[config.mk]
export PLATFORM = sky130hd
export DESIGN_NAME = locked_rr_arbiter
export DESIGN_NICKNAME = d
export VERILOG_FILES = /design/src/rtl/locked_rr_arbiter_pkg.sv /design/src/rtl/locked_rr_arbiter_rr_priority_select.sv /design/src/rtl/locked_rr_arbiter.sv
export SDC_FILE = /design/constraint.sdc
export NUM_CORES = 1
export LEC_CHECK = 0
export CORE_AREA = 2 2 39 41
export CTS_CLUSTER_DIAMETER = 100
export DETAILED_ROUTE_END_ITERATION = 7
export DIE_AREA = 0 0 41 43
export DONT_BUFFER_PORTS = 1
export PLACE_DENSITY = 0.63
export SLEW_MARGIN = 20
export SYNTH_ARGS = -nofsm -noshare
export SYNTH_HDL_FRONTEND = slang
export SYNTH_HIERARCHICAL = 1
export SYNTH_SLANG_ARGS = --single-unit
[constraint.sdc]
create_clock -name clk -period 4.35 [get_ports clk]
set_input_delay 0 -clock clk [delete_from_list [all_inputs] [get_ports clk]]
set_output_delay 0 -clock clk [all_outputs]
set_load 0.05 [all_outputs]
[src/rtl/locked_rr_arbiter_pkg.sv]
// Shared types, defaults and helpers for the locked round-robin arbiter.
package locked_rr_arbiter_pkg;

    // Arbiter FSM state, exported so debug/trace logic can decode it.
    typedef enum logic {
        IDLE = 1'b0,
        BUSY = 1'b1
    } arb_state_e;

    // Default hold limit: 0 means a grant is held until done, never timed out.
    localparam int unsigned DEFAULT_HOLD_LIMIT = 0;

    // Widest supported client vector and the matching index width.
    localparam int unsigned MAX_REQUESTERS = 32;
    localparam int unsigned MAX_INDEX_W    = 5;

    // Hold counter width: ceil(log2(limit+1)), never narrower than one bit.
    function automatic int hold_cnt_width(input int unsigned limit);
        int w;
        w = $clog2(limit + 1);
        return (w < 1) ? 1 : w;
    endfunction

    // One-hot to binary index converter; an all-zero vector maps to index 0.
    function automatic logic [MAX_INDEX_W-1:0] onehot_to_idx(
        input logic [MAX_REQUESTERS-1:0] oh
    );
        logic [MAX_INDEX_W-1:0] idx;
        idx = '0;
        for (int i = 0; i < MAX_REQUESTERS; i++) begin
            if (oh[i]) begin
                idx = idx | MAX_INDEX_W'(i);
            end
        end
        return idx;
    endfunction

endpackage

[src/rtl/locked_rr_arbiter_rr_priority_select.sv]
// Combinational round-robin pick: first set request at or above ptr,
// wrapping to the lowest set request when nothing sits at or above ptr.
module rr_priority_select
    import locked_rr_arbiter_pkg::*;
#(
    parameter int unsigned NUM_REQUESTERS = 4,
    parameter int unsigned INDEX_WIDTH    = $clog2(NUM_REQUESTERS)
) (
    input  logic [NUM_REQUESTERS-1:0] request,
    input  logic [INDEX_WIDTH-1:0]    ptr,
    output logic [NUM_REQUESTERS-1:0] winner_oh,
    output logic [INDEX_WIDTH-1:0]    winner_idx
);

    localparam logic [NUM_REQUESTERS-1:0] ONE = NUM_REQUESTERS'(1);

    logic [NUM_REQUESTERS-1:0] mask;
    logic [NUM_REQUESTERS-1:0] masked;
    logic [MAX_REQUESTERS-1:0] oh_wide;
    logic [MAX_INDEX_W-1:0]    idx_wide;

    // Mask off requests below ptr, isolate the lowest survivor, else fall back to the raw vector.
    always_comb begin
        // NOTE: every variable gets a default at the top of the block so no path leaves it unassigned and infers a latch.
        mask       = '0;
        masked     = '0;
        winner_oh  = '0;
        oh_wide    = '0;
        idx_wide   = '0;
        winner_idx = '0;

        for (int i = 0; i < NUM_REQUESTERS; i++) begin
            mask[i] = (i >= int'(ptr));
        end
        masked = request & mask;

        // x & -x keeps only the lowest set bit.
        if (|masked) begin
            winner_oh = masked & (~masked + ONE);
        end else begin
            winner_oh = request & (~request + ONE);
        end

        oh_wide[NUM_REQUESTERS-1:0] = winner_oh;
        idx_wide                    = onehot_to_idx(oh_wide);
        winner_idx                  = idx_wide[INDEX_WIDTH-1:0];
    end

endmodule

[src/rtl/locked_rr_arbiter.sv]
// Round-robin arbiter for one multi-cycle resource. The registered grant
// stays locked to its owner until done, or until the optional hold limit
// forces it off with a one-cycle timeout pulse.
module locked_rr_arbiter
    import locked_rr_arbiter_pkg::*;
#(
    parameter int unsigned NUM_REQUESTERS = 4,
    parameter int unsigned INDEX_WIDTH    = $clog2(NUM_REQUESTERS),
    parameter int unsigned HOLD_LIMIT     = DEFAULT_HOLD_LIMIT
) (
    input  logic                      clk,
    input  logic                      reset,
    input  logic [NUM_REQUESTERS-1:0] request,
    input  logic                      done,
    output logic                      grant_valid,
    output logic [NUM_REQUESTERS-1:0] grant_oh,
    output logic [INDEX_WIDTH-1:0]    grant_idx,
    output logic                      timeout
);

    localparam int HCW = hold_cnt_width(HOLD_LIMIT);
    // Counter value on the last cycle a grant may be held.
    localparam logic [HCW-1:0] HOLD_LAST =
        (HOLD_LIMIT == 0) ? '0 : HCW'(HOLD_LIMIT - 1);
    localparam logic [INDEX_WIDTH-1:0] LAST_IDX = INDEX_WIDTH'(NUM_REQUESTERS - 1);

    arb_state_e                state_q, state_d;
    logic [INDEX_WIDTH-1:0]    ptr_q, ptr_d;
    logic [HCW-1:0]            hold_cnt_q, hold_cnt_d;
    logic                      grant_valid_q, grant_valid_d;
    logic [NUM_REQUESTERS-1:0] grant_oh_q, grant_oh_d;
    logic [INDEX_WIDTH-1:0]    grant_idx_q, grant_idx_d;
    logic                      timeout_q, timeout_d;

    logic [NUM_REQUESTERS-1:0] winner_oh;
    logic [INDEX_WIDTH-1:0]    winner_idx;
    logic                      any_request;
    logic                      limit_hit;

    rr_priority_select #(
        .NUM_REQUESTERS (NUM_REQUESTERS),
        .INDEX_WIDTH    (INDEX_WIDTH)
    ) u_select (
        .request    (request),
        .ptr        (ptr_q),
        .winner_oh  (winner_oh),
        .winner_idx (winner_idx)
    );

    assign any_request = |request;
    // done has priority over the limit, so the limit only matters without done.
    assign limit_hit   = (HOLD_LIMIT != 0) && (hold_cnt_q == HOLD_LAST);

    // State and datapath registers with synchronous reset.
    always_ff @(posedge clk) begin
        // NOTE: sequential state uses non-blocking assignments so every flop samples pre-edge values.
        if (reset) begin
            state_q       <= IDLE;
            ptr_q         <= '0;
            hold_cnt_q    <= '0;
            grant_valid_q <= 1'b0;
            grant_oh_q    <= '0;
            grant_idx_q   <= '0;
            timeout_q     <= 1'b0;
        end else begin
            state_q       <= state_d;
            ptr_q         <= ptr_d;
            hold_cnt_q    <= hold_cnt_d;
            grant_valid_q <= grant_valid_d;
            grant_oh_q    <= grant_oh_d;
            grant_idx_q   <= grant_idx_d;
            timeout_q     <= timeout_d;
        end
    end

    // Next state: IDLE grants on any request, BUSY releases on done or the hold limit.
    always_comb begin
        state_d = state_q;
        unique case (state_q)
            IDLE: if (any_request) state_d = BUSY;
            BUSY: if (done || limit_hit) state_d = IDLE;
            default: state_d = IDLE;
        endcase
    end

    // Next values of the registered outputs, ptr and hold counter.
    always_comb begin
        ptr_d         = ptr_q;
        hold_cnt_d    = hold_cnt_q;
        grant_valid_d = grant_valid_q;
        grant_oh_d    = grant_oh_q;
        grant_idx_d   = grant_idx_q;
        timeout_d     = 1'b0;

        unique case (state_q)
            IDLE: begin
                hold_cnt_d = '0;
                if (any_request) begin
                    grant_valid_d = 1'b1;
                    grant_oh_d    = winner_oh;
                    grant_idx_d   = winner_idx;
                    ptr_d         = (winner_idx == LAST_IDX) ? '0
                                                             : winner_idx + INDEX_WIDTH'(1);
                end else begin
                    grant_valid_d = 1'b0;
                    grant_oh_d    = '0;
                    grant_idx_d   = '0;
                end
            end
            BUSY: begin
                if (done || limit_hit) begin
                    grant_valid_d = 1'b0;
                    grant_oh_d    = '0;
                    grant_idx_d   = '0;
                    hold_cnt_d    = '0;
                    timeout_d     = !done;
                end else if (hold_cnt_q != '1) begin
                    hold_cnt_d = hold_cnt_q + HCW'(1);
                end
            end
            default: begin
                grant_valid_d = 1'b0;
                grant_oh_d    = '0;
                grant_idx_d   = '0;
                hold_cnt_d    = '0;
            end
        endcase
    end

    assign grant_valid = grant_valid_q;
    assign grant_oh    = grant_oh_q;
    assign grant_idx   = grant_idx_q;
    assign timeout     = timeout_q;

endmodule
==> metrics.txt, run 1 <==
die width=slightly above 40 um; die area=between 1500 and 2000 um2; Mapped Area=around 600 um2; cts bufs inserted=3; ratio of cells with drive above 1 in the final layout=0.125; drt drc=0; DP Cell Count=77; top cells by count, synth=dfxtp_1 (11), a21oi_1 (7), a22o_1 (6); Tightest Pin Transition=between 0.5 and 0.6 ns; Top Ports=15; Yosys top cell area share=0.378; maximum vdd ir drop=between 0.2 and 0.3 mV; Layout fillers=about 140; Post-Synthesis Cells=63; Tot Pwr=between 200 and 300 uW; pre-CTS WS=2.53 ns; worst hold start=reset; Remaining Overflow, GRT=0; largest net degree at the start of global routing=11; row count=14; P_sw=between 80 and 90 uW; top cells by area, synth=dfxtp_1 (38%), a22o_1 (9.0%), a21oi_1 (6.0%); Lkg Pwr=0.282 nW; Setup TNS=0 ns; vias per inst=between 5 and 6; antenna cell count=0; Power Dens Cells=382 nW/um2; H-Tree Depth=1; PortBufs=0; initial antenna violation count=0; clock share of power=0.248; Setup Skew=0.00604 ns; syn_area_per_cell=between 9 and 10 um2; number of synthesized register bits=11; Post-synth EDFFs=0; clock buffer depth=2; worst skew pair latency=roughly 0.26 ns; Layout Area Growth over Synthesis=18.2%; worst relative slew slack=0.659; Hold Fails Final Rpt=0; fin util=0.498; total iterations of the first detailed-routing run=4; internal power=approximately 180 uW; Starting Density=0.421; endpoint class of the critical path=flip-flop; Detailed Route Iter0 Violations=5; crit path time final=approximately 1.8 ns; most common cell in the netlist=dfxtp_1; WP data required=between 4 and 5 ns; crit path DAT=approximately 2.1 ns; min-delay worst type=input port to flip-flop; gr usage total=0.148; RSZ-0062 raised after global routing=no; placed inst area=between 500 and 600 um2; Post-Route WL=about 1200 um; pins over their slew limit=0; Max-cap violations=0; maximum clock frequency=between 0.5 and 0.6 GHz; Post-DRT Antenna Nets=0; switching fraction of total power=0.330; Setup crit start=ptr_q[1]$_SDFFE_PP0P_; crit-path max FO=10; power share of the combinational group=0.204; post-route insts no fill=between 80 and 90; final setup violation count=0; Reg clk slew, reported paths=0.07 ns; vias in the first global route=between 400 and 500; worst setup margin=roughly 2.5 ns; Die Ht=between 40 and 50 um; final hold slack=roughly 0.0092 ns; fin area=689 um2; ys async rst share=0; nets=between 80 and 90; Mapped Nets=71; TritonCTS clock tree=yes; clock sinks=11; GPL Wtd Cong=0.817; count of cell types in the netlist=31; dpl hpwl=~840 um; sequential share of the synthesized area=0.378; outcome=finished clean; period utilisation layout=0.425; Yosys Warn Count=6; Seq pwr share=0.548; wire per inst=around 14 um; top_reg_cell synth=dfxtp_1; Setup CP Type=flip-flop to flip-flop; total number of vias=517; Worst R2R Start=ptr_q[1]$_SDFFE_PP0P_; root buffer cell=clkbuf_4; first-pass GRT wire length=between 1500 and 2000 um; Yosys top cell by area=dfxtp_1; Setup crit start kind=flip-flop; core area=1380 um2
-- state kept, by name (all words and copies together) (netlist names) --
name / count
grant_valid: 1
grant_idx: 2
ptr_q: 2
timeout: 1
state_q: 1
grant_oh: 4
-- power by group through the flow --
stage                     combinational [mW]  sequential (mW)  clock [mW]
after global placement                0.0460            0.146           0
after detailed placement              0.0467            0.146           0
final                                 0.0537            0.144      0.0651
after CTS                             0.0509            0.144      0.0678
after global routing                  0.0589            0.146      0.0740
after floorplan                       0.0451            0.141           0
-- cell families (layout without fill, tap and decap cells) --
| group | Yosys count | after routing | share of synthesized area |
|---|---|---|---|
| fa+ha+maj | 1 | 1 | 0.0215 |
| buf+inv | 4 | 13 | 0.0300 |
| compound gates | 26 | 26 | 0.309 |
| flops | 11 | 11 | 0.378 |
| other cells | 1 | 1 | 0.00643 |
| simple gates | 20 | 20 | 0.255 |
-- per-layer routing --
metal	up-vias	track usage	share of wire	wire length, um
li1	258	-	-	-
met1	238	0.160	0.45	542
met2	21	0.231	0.48	589
met3	0	0.110	0.068	83
met4	0	0.0200	0	0
met5	-	0	0	0
-- placed cells by master (no fill, tap or decap), types with 2 or more instances in the layout --
cell           count
a21oi_1            7
a22o_1             6
clkbuf_4           3
dfxtp_1           11
dlygate4sd3_1      7
inv_1              2
nand2b_1           2
nor2_1             4
nor3_1             2
o21ai_0            5
-- path summary, 6_finish.rpt --
| kind | endpoint | slack [ns] | cells after the start |
|---|---|---|---|
| hold reg to reg | grant_valid$_SDFFE_PP0P_ | 0.57 | 2 |
| hold / removal | grant_idx[1]$_SDFFE_PP0P_ | 0.009 | 2 |
| setup / recovery | ptr_q[0]$_SDFFE_PP0P_ | 2.50 | 6 |
| setup reg to reg | ptr_q[0]$_SDFFE_PP0P_ | 2.50 | 6 |
-- layout make-up --
cell class	count	area (um2)	area share
Clock buffer	4	26.3	0.0381
Timing Repair Buffer	7	70.1	0.102
Tap cell	16	20.0	0.0290
Inverter	2	7.51	0.0109
Sequential cell	11	220	0.319
Multi-Input combinational cell	48	345	0.501
-- what timing repair did --
item | CTS | global route
hold buffers | 4 | 3
setup buffers | 0 | 0
resized for setup | 0 | 0
endpoints found under the hold margin | 4 | 2
-- critical path: stages, from the launching register on --
cell and delay [ns]:
dfxtp_1 0.49, a21o_1 0.15, a21boi_0 0.09, o21a_1 0.23
ha_1 0.17, or4_1 0.51, a21oi_1 0.14
Note: power is estimated with default switching activity, not from simulation.
==> run 2, diff against run 1 <==
ABC_AREA = 1   (was default)
clock period = 1.74 ns   (was 4.35 ns; I/O delays follow)
==> run 2 against run 1 <==
Effect of this change:
- clock power grew to 2.7 times the previous value
- first-iteration DRC count up 60%
- register-to-register slack worse by 2.3 ns
- count of clock-buffer cells in the layout is the same
- routed wire length fell by 4.5%
- final area up 0.36%
- synthesized cell count increased by 29%
- highest routed layer is now met4
- flip-flop and latch count unchanged
- clock skew rose by 0.0021 ns
- maximum frequency increased by 17%
==> metrics.txt, run 2 <==
drt drc=0 (unchanged); Reg clk slew, reported paths=0.07 ns (about the same); maximum vdd ir drop=0.502 mV (was 0.252 mV); Layout fillers=142 (was 136); die width=41 um (unchanged); row count=14 (unchanged); footprint of the multi-input gates=297 um2 (was 345 um2); sequential share of the synthesized area=0.378 (about the same); crit path time final=1.58 ns (was 1.85 ns); vias in the first global route=449 (was 439); first-pass GRT wire length=1770 um (was 1750 um); die area=1760 um2 (unchanged); Post-DRT Antenna Nets=0 (unchanged); Yosys Warn Count=6 (unchanged); antenna cell count=0 (unchanged); CP max-delay cell=dlygate4sd3_1 (was or4_1); Power Dens Cells=973 nW/um2 (was 382 nW/um2); sequential standard cell area=221 um2 (was 220 um2); total number of vias=541 (was 517); Post-Route WL=1160 um (was 1220 um); Starting Density=0.420 (was 0.421); number of synthesized register bits=11 (unchanged); nets=102 (was 81); Setup crit start kind=flip-flop (unchanged); top_reg_cell synth=dfxtp_1 (unchanged); Post-Synth Simple-Gate Area=0.348 (was 0.255); Mapped Area=582 um2 (was 583 um2); PortBufs=0 (unchanged); Top Ports=15 (unchanged); final setup violation count=0 (unchanged); dpl hpwl=818 um (was 836 um); initial antenna violation count=0 (unchanged); TritonCTS clock tree=yes (unchanged); Post-Synthesis Cells=81 (was 63); top cells by area, synth=dfxtp_1 (38%), nand3_1 (11%), nand2_1 (9.7%) (was dfxtp_1 (38%), a22o_1 (9.0%), a21oi_1 (6.0%)); maximum clock frequency=0.632 GHz (was 0.541 GHz); total iterations of the first detailed-routing run=4 (unchanged); Mapped Nets=89 (was 71); clock buffer depth=2 (unchanged); Max-cap violations=0 (unchanged); ratio of cells with drive above 1 in the final layout=0.226 (was 0.125); Lkg Pwr=0.326 nW (was 0.282 nW); Tot Pwr=673 uW (was 263 uW); Hold Fails Final Rpt=0 (unchanged); endpoint class of the critical path=flip-flop (unchanged); xor and xnor area share after synthesis=0 (unchanged); min-delay worst type=input port to flip-flop (unchanged); wire per inst=10.6 um (was 13.8 um); max reg flops=4 (unchanged); vias per inst=4.96 (was 5.88); largest net degree at the start of global routing=14 (was 11); crit path DAT=1.81 ns (was 2.05 ns); placed inst area=624 um2 (was 593 um2); Synth Area in Compound Gates=0.133 (was 0.309); top cells by count, synth=nand2_1 (15), nand3_1 (13), dfxtp_1 (11) (was dfxtp_1 (11), a21oi_1 (7), a22o_1 (6)); WP data required=1.96 ns (was 4.55 ns); GPL Wtd Cong=0.786 (was 0.817); Setup CP Type=flip-flop to flip-flop (unchanged); Post-synth EDFFs=0 (unchanged); outcome=finished clean (unchanged); Setup Skew=0.00815 ns (was 0.00604 ns); ys async rst share=0 (unchanged); worst setup margin=0.157 ns (was 2.50 ns); count of cell types in the netlist=19 (was 31); fin area=692 um2 (was 689 um2); Die Ht=43 um (unchanged); gr usage total=0.153 (was 0.148); crit-path max FO=4 (was 10); Remaining Overflow, GRT=0 (unchanged); period utilisation layout=0.910 (was 0.425); Layout Area Growth over Synthesis=18.9% (was 18.2%); final hold slack=0.0326 ns (was 0.00916 ns); post-synthesis mux area share=0 (unchanged); H-Tree Depth=1 (unchanged); most common cell after layout, fill and taps aside=nand2_1 (was dfxtp_1); core area=1380 um2 (unchanged); syn_area_per_cell=7.18 um2 (was 9.25 um2); RSZ-0062 raised after global routing=no (unchanged); pins over their slew limit=0 (unchanged); most common cell in the netlist=nand2_1 (was dfxtp_1); number of setup buffers added after CTS=0 (unchanged); worst skew pair latency=0.27 ns (was 0.26 ns); slowest cell delay on critical path=0.55 ns (was 0.51 ns); Detailed Route Iter0 Violations=8 (was 5); Post-Synth Adder-Cell Area=0.0215 (about the same); Yosys top cell by area=dfxtp_1 (unchanged); Yosys top cell area share=0.378 (about the same); pre-CTS WS=0.233 ns (was 2.53 ns); worst path cell trace=nor2_1, nand2_1, nand2_1, a21oi_1, nand3_1, a21oi_1, dlygate4sd3_1 (was a21o_1, a21boi_0, o21a_1, ha_1, or4_1, a21oi_1); clock sinks=11 (unchanged); leading cell types in the layout, fill and taps excluded=nand2_1 (15), nand3_1 (13), dfxtp_1 (10) (was dfxtp_1 (11), a21oi_1 (7), dlygate4sd3_1 (7)); largest family of logic cells by synthesized area=simple AND/OR/NAND/NOR gates (was compound AO/OA/AOI/OAI gates); cts bufs inserted=3 (unchanged); Setup TNS=0 ns (unchanged); root buffer cell=clkbuf_4 (unchanged)
==> run 2: worst max-delay path, delay by kind of cell, from the launching register on <==
family,cells,cell delay (ns)
AO/OA/AOI/OAI,2,0.26
buffers and inverters,1,0.55
AND/OR/NAND/NOR,4,0.36
flip-flops,1,0.37
==> run 2: layer usage <==
metal  vias to the layer above  part of all wire  track usage  wire length, um
met5                         -                 0            0                0
met2                         8              0.53        0.228              613
met3                         2             0.041       0.0471               47
met1                       243              0.41        0.179              481
met4                         0             0.016        0.100               18
li1                        288                 -            -                -
==> run 2: area by class of cell <==
| type | count | area share |
|---|---|---|
| Inverter | 9 | 0.0506 |
| Tap cell | 16 | 0.0289 |
| Clock buffer | 4 | 0.0380 |
| Timing Repair Buffer | 11 | 0.134 |
| Multi-Input combinational cell | 58 | 0.429 |
| Sequential cell | 11 | 0.320 |
==> run 2: per-stage QoR <==
step / util / cells
floorplan: - / 81
global placement: 0.451 / 101
detailed placement: 0.451 / 101
CTS: 0.499 / 109
global route: 0.500 / 109
finish: 0.500 / 109
==> run 2: final timing paths <==
kind / start / endpoint / slack [ns] / cells past startpoint
max reg2reg: ptr_q[0]$_SDFFE_PP0P_ / grant_oh[2]$_SDFFE_PP0P_ / 0.16 / 7
max: ptr_q[0]$_SDFFE_PP0P_ / grant_oh[2]$_SDFFE_PP0P_ / 0.16 / 7
min reg2reg: grant_idx[0]$_SDFFE_PP0P_ / grant_idx[0]$_SDFFE_PP0P_ / 0.47 / 2
min: request[1] / grant_oh[1]$_SDFFE_PP0P_ / 0.03 / 4
==> run 2: kinds of logic after synthesis <==
family	Yosys count
simple gates	43
compound gates	13
buf+inv	12
flops	11
fa+ha+maj	1
other cells	1
==> run 2: report_power, final <==
part	leakage [nW]	switching (mW)	total (mW)	internal, mW
combinational	0.219	0.131	0.201	0.0700
sequential	0.0912	0.0171	0.294	0.277
clock	0.0150	0.0893	0.178	0.0889
total	0.326	0.238	0.673	0.436
==> run 2: timing repair <==
| action | CTS | global route |
|---|---|---|
| hold buffers | 4 | 0 |
| endpoints found under the setup margin | 0 | 1 |
| gates resized for setup | 0 | 1 |
| hold endpoints to repair | 10 | 0 |
